## config.mk

```make
export PLATFORM = sky130hd
export DESIGN_NAME = sound_event_synth
export DESIGN_NICKNAME = d
export VERILOG_FILES = /design/src/rtl/sound_event_synth.sv
export SDC_FILE = /design/constraint.sdc
export NUM_CORES = 1
export LEC_CHECK = 0
export BUFFER_PORTS_ARGS = -buffer_cell sky130_fd_sc_hd__clkbuf_2
export CORE_MARGIN = 2
export CORE_UTILIZATION = 57
export DETAILED_ROUTE_END_ITERATION = 10
export GPL_TIMING_DRIVEN = 0
export PLACE_DENSITY = 0.86
export SLEW_MARGIN = 25
export SYNTH_ARGS = -nofsm -noshare
export SYNTH_HDL_FRONTEND = slang
export SYNTH_SLANG_ARGS = --single-unit
```

## constraint.sdc

```tcl
create_clock -name clk -period 3.5 [get_ports clk]
set_input_delay 0.35 -clock clk [delete_from_list [all_inputs] [get_ports clk]]
set_output_delay 0.35 -clock clk [all_outputs]
set_load 0.05 [all_outputs]
```

## src/rtl/sound_event_synth.sv

```systemverilog
// sound_event_synth: turns game event edges into prioritised, queued square-wave tones with a button-toggled mute.
// Define SOUND_DECAY_EN to make the high level halve every DECAY_CYC cycles during a tone.
module sound_event_synth #(
  parameter int N_CH = 3,
  parameter int DAC_W = 8,
  parameter logic [DAC_W-1:0] AMP = 8'hC0,
  parameter int BASE_HP = 4,
  parameter int STEP_HP = 2,
  parameter int DUR_CYC = 32,
  parameter int GAP_CYC = 4,
  parameter int DECAY_CYC = 8
) (
  input  logic                                    clk,
  input  logic                                    rst,
  input  logic [N_CH-1:0]                         event_i,
  input  logic                                    button_i,
  output logic [DAC_W-1:0]                        dacCount,
  output logic                                    busy_o,
  output logic [(N_CH > 1 ? $clog2(N_CH) : 1)-1:0] chan_o,
  output logic                                    mute_o
);
  localparam int CW = N_CH > 1 ? $clog2(N_CH) : 1;
  localparam int HP_MAX = BASE_HP + (N_CH - 1) * STEP_HP;
  localparam int HPW = HP_MAX > 1 ? $clog2(HP_MAX) : 1;
  localparam int DW = DUR_CYC > 1 ? $clog2(DUR_CYC) : 1;
  localparam int GW = GAP_CYC > 1 ? $clog2(GAP_CYC) : 1;

  typedef enum logic [1:0] {IDLE, PLAY, GAP} state_t;

  state_t           state_q, state_d;
  logic [N_CH-1:0]  ev_q, ev_edge, pend_q, pend_d, sel;
  logic             btn_q, btn_edge, mute_q, mute_d, phase_q, phase_d, start, retrig;
  logic [CW-1:0]    chan_q, chan_d, nxt;
  logic [DW-1:0]    dur_q, dur_d;
  logic [HPW-1:0]   hp_q, hp_d;
  logic [GW-1:0]    gap_q, gap_d;
  logic [DAC_W-1:0] dac_q, dac_d, lvl_d;

  function automatic logic [CW-1:0] lowest(input logic [N_CH-1:0] v);
    lowest = '0;
    for (int i = N_CH - 1; i >= 0; i--) if (v[i]) lowest = CW'(i);
  endfunction

  function automatic logic [HPW-1:0] hp_load(input logic [CW-1:0] c);
    return HPW'(BASE_HP + int'(c) * STEP_HP - 1);
  endfunction

  always_comb begin
    btn_edge = button_i & ~btn_q;
    ev_edge = mute_q ? '0 : event_i & ~ev_q;
    mute_d = mute_q ^ btn_edge;
    state_d = state_q;
    chan_d = chan_q;
    dur_d = dur_q;
    hp_d = hp_q;
    phase_d = phase_q;
    gap_d = gap_q;
    start = 1'b0;
    retrig = 1'b0;
    nxt = chan_q;
    case (state_q)
      IDLE: begin
        start = |ev_edge || |pend_q;
        nxt = |ev_edge ? lowest(ev_edge) : lowest(pend_q);
      end
      PLAY: begin
        start = |ev_edge && lowest(ev_edge) < chan_q;
        nxt = start ? lowest(ev_edge) : chan_q;
        retrig = !start && ev_edge[chan_q];
        hp_d = hp_q == '0 ? hp_load(chan_q) : hp_q - 1'b1;
        phase_d = phase_q ^ (hp_q == '0);
        dur_d = retrig ? DW'(DUR_CYC - 1) : dur_q - 1'b1;
      end
      GAP: begin
        start = gap_q == '0;
        nxt = lowest(pend_q | ev_edge);
        gap_d = gap_q - 1'b1;
      end
      default: state_d = IDLE;
    endcase
    // the channel being started or retriggered never stays queued
    sel = start || retrig ? N_CH'(1) << nxt : '0;
    pend_d = (pend_q | ev_edge) & ~sel;
    if (state_q == PLAY && !start && !retrig && dur_q == '0) begin
      state_d = |pend_d ? GAP : IDLE;
      chan_d = |pend_d ? chan_q : '0;
      gap_d = GW'(GAP_CYC - 1);
    end
    if (start) begin
      state_d = PLAY;
      chan_d = nxt;
      dur_d = DW'(DUR_CYC - 1);
      hp_d = hp_load(nxt);
      phase_d = 1'b1;
    end
    if (btn_edge && !mute_q) begin
      state_d = IDLE;
      chan_d = '0;
      pend_d = '0;
    end
  end

`ifdef SOUND_DECAY_EN
  localparam int KW = DECAY_CYC > 1 ? $clog2(DECAY_CYC) : 1;
  logic [DAC_W-1:0] lvl_q;
  logic [KW-1:0]    dec_q, dec_d;

  always_comb begin
    lvl_d = lvl_q;
    dec_d = dec_q;
    if (start || retrig) begin
      lvl_d = AMP;
      dec_d = KW'(DECAY_CYC - 1);
    end else if (state_q == PLAY) begin
      lvl_d = dec_q == '0 ? lvl_q >> 1 : lvl_q;
      dec_d = dec_q == '0 ? KW'(DECAY_CYC - 1) : dec_q - 1'b1;
    end
  end

  always_ff @(posedge clk) begin
    if (rst) begin
      lvl_q <= '0;
      dec_q <= '0;
    end else begin
      lvl_q <= lvl_d;
      dec_q <= dec_d;
    end
  end
`else
  assign lvl_d = AMP;
`endif

  assign dac_d = state_d == PLAY && phase_d ? lvl_d : '0;

  always_ff @(posedge clk) begin
    if (rst) begin
      state_q <= IDLE;
      ev_q <= '0;
      btn_q <= 1'b0;
      mute_q <= 1'b0;
      pend_q <= '0;
      chan_q <= '0;
      dur_q <= '0;
      hp_q <= '0;
      gap_q <= '0;
      phase_q <= 1'b0;
      dac_q <= '0;
    end else begin
      state_q <= state_d;
      ev_q <= event_i;
      btn_q <= button_i;
      mute_q <= mute_d;
      pend_q <= pend_d;
      chan_q <= chan_d;
      dur_q <= dur_d;
      hp_q <= hp_d;
      gap_q <= gap_d;
      phase_q <= phase_d;
      dac_q <= dac_d;
    end
  end

  assign dacCount = dac_q;
  assign busy_o = state_q != IDLE;
  assign chan_o = chan_q;
  assign mute_o = mute_q;
endmodule

```

==> impl_results.md <==
* Later-pin clock latency in the skew report at 0.34 ns
* Sw power at 0.319 mW
* Initial core utilization at 60.4%
* Total GRT Usage at 23.7%
* Clk pwr share at 19.1%
* Worst Path Max Fanout at 8
* P per Cell Area at 496 nW/um2
* Met2 GRT Util at 38.8%
* Internal Power at 0.494 mW
* Post-synthesis register bit count at 24
* Max-cap violations at 0
* Drt first pass iters at 4
* Slew Limit Fails at 0
* Antenna diodes at 0
* Final core utilization at 66.2%
* Met1 usage at 31.2%
* Synth area leader: dfxtp_1
* CTS tree: yes
* Combinational Power Share at 40.1%
* Nets at 214
* Clk buf depth at 2
* Worst min-delay path class: primary input to flop
* Total clock sinks at 24
* Met3 Use GR at 3.51%
* First-pass GRT wire length at 5980 um
* DRC violations left at 0
* Setup crit start kind: flop
* Post-synth EDFFs at 0
* Synthesized cell area at 1500 um2
* Unrepaired setup endpoints after global routing: no
* Register area share after synthesis at 32.1%
* Initial DRC Count at 40
* Final TNS setup at 0 ns
* Reg clk slew, reported paths at 0.15 ns
* Final setup viols at 0
* Final Hold Vio Count at 0
* Grt ovf at 0
* Max Clk Rate at 0.324 GHz
* DIE AREA at 3050 um2
* Sequential Power Share at 40.7%
* Period Utilization, post-route at 88.3%
* Post-route minimum period at 3.09 ns
* Core area at 2480 um2
* Port-buffer cells at 10
* Largest net degree at the start of global routing at 14
* Ys async rst share at 0%
* Drt wl/cell at 14.6 um
* Leak at 0.697 nW
* Storage cell area at 480 um2
* Vias post-DR at 1359
* Final Skew at 0.0156 ns
* Routed WL at 3330 um
* GP Congestion at 0.959
* Yosys Warn Count at 0
* Vias per cell at 5.96
* CTS buffer count at 3
* Critical Path Sink Type: flop
* CP Class: flop to flop
* Post-detail-place hpwl at 2540 um
* GRT busiest layer: met2
* Critical Path AT at 3.35 ns
* Syn Area/Cell at 8.36 um2
* Netlist cell types at 52
* Post-synth top area share at 32.1%
* Synth area leaders: dfxtp_1, ha_1, a21oi_1, buf_4, nor2_1
* Status: finished, final reports clean
* Layout area overhead at 9.53%
* Initial antenna violation count at 0
* Io pins at 18
* Hold buffer count at cts at 0
* Vias in the first global route at 1345
* Critical path data required time at 3.76 ns
* DRT antenna net count at 0
* Postcts setup bufs at 0
* Predominant post-synthesis flop cell: dfxtp_1
* Row cnt at 18
* Post-Syn Instances at 179
* Worst slew margin at 63.1%
* H-tree Lvls at 1
* Cts repair resizes at 0
* Die W at 55.2 um
* Worst slew pin tran at 0.550 ns
* Share of layout cells above drive strength 1 at 18.2%
* Layout filler cell count at 213
* Die H at 55.2 um
* Area of the multi-input gates at 877 um2
* Max IR drop VDD at 0.000321 V
* CTS Root Cell: clkbuf_4
* Switch share at 39.3%
[layout make-up]
| class | instances | area share (%) |
|---|---|---|
| timing repair buffer | 10 | 3.05 |
| multi-input combinational | 134 | 53.5 |
| sequential | 24 | 29.3 |
| tap | 30 | 2.29 |
| clock buffer | 4 | 2.21 |
| inverter | 12 | 2.75 |
| buffer | 14 | 6.87 |
[cell usage in the layout, fill, tap and decap left out, drive strengths merged, types with 2 or more instances in the layout]
cell type,instances
dfxtp,24
clkbuf,19
a21oi,17
nor2,16
inv,12
o21ai,12
nand2,10
ha,9
buf,8
nor2b,7
conb,6
a211oi,6
nor3,5
nand2b,4
a31oi,3
or3b,3
nor3b,3
a221oi,2
nor4,2
nand4,2
o22ai,2
xor2,2
xnor2,2
and2,2
a221o,2
[synthesized netlist by cell type, types with 2 or more instances]
cell type and number:
a211oi_1 5, a21oi_1 17, a221oi_1 2, a31oi_1 3
buf_4 8, clkbuf_1 4, dfxtp_1 24, ha_1 9
inv_1 12, nand2_1 10, nand2b_1 4, nand4_1 2
nor2_1 16, nor2b_1 7, nor3_1 5, nor4_1 2
o21ai_0 10, o22ai_1 2, or3b_2 2, xnor2_1 2
xor2_1 2
[cells by family after synthesis]
group	synth area share (%)
multiplexers	1.42
AO/OA/AOI/OAI	23.2
AND/OR/NAND/NOR	22.6
flip-flops	32.1
buffers and inverters	10.5
other	0.251
adder cells (fa/ha/maj)	7.53
XOR/XNOR	2.34
[layer usage]
layer | vias up | part of all wire [%]
li1 | 665 | -
met3 | 13 | 5.3
met5 | - | 0
met1 | 638 | 44
met2 | 43 | 48
met4 | 0 | 2.8
[final timing paths]
check                        startpoint                    end  slack, ns  cells past startpoint
hold / removal               event_i[0]     ev_q[0]$_SDFF_PP0_       0.23                      2
setup / recovery      mute_o$_SDFF_PP0_   hp_q[2]$_SDFFE_PP0P_       0.41                      8
setup reg to reg      mute_o$_SDFF_PP0_   hp_q[2]$_SDFFE_PP0P_       0.41                      8
hold reg to reg   dur_q[4]$_SDFFE_PP0P_  dur_q[4]$_SDFFE_PP0P_       0.52                      2
[power groups by stage]
stage	sequential, mW	clock (mW)	combinational (mW)
finish	0.331	0.156	0.326
detailed placement	0.337	0	0.321
global route	0.336	0.165	0.359
CTS	0.330	0.156	0.323
global placement	0.334	0	0.305
floorplan	0.347	0	0.242
[critical path, stage by stage, from the launching register on]
cell      delay (ns)
dfxtp_1         0.44
or3b_1          0.45
nor3_1          0.35
ha_1            0.33
a221oi_1        0.45
nor3_1          0.10
a211oi_2        0.34
ha_1            0.32
a211oi_1        0.24
[metrics by stage]
| step | cell area, um2 | total power [mW] | hold slack (ns) | std cells | setup slack [ns] |
|---|---|---|---|---|---|
| CTS | 1640 | 0.809 | 0.233 | 228 | 0.436 |
| detailed placement | 1600 | 0.658 | 0.504 | 224 | 0.451 |
| finish | 1640 | 0.813 | 0.230 | 228 | 0.410 |
| global placement | 1600 | 0.639 | 0.482 | 224 | 0.552 |
| floorplan | 1520 | 0.589 | 0.469 | 184 | 0.703 |
| global route | 1640 | 0.860 | 0.246 | 228 | 0.197 |
[flip-flops by register name (all words and copies together) (netlist names), 2 cells and up]
signal and flops:
pend_q 3, gap_q 2, hp_q 3, state_q 2
ev_q 3, dur_q 5, chan_o 2
No activity file was read; power rests on OpenSTA's default activity.
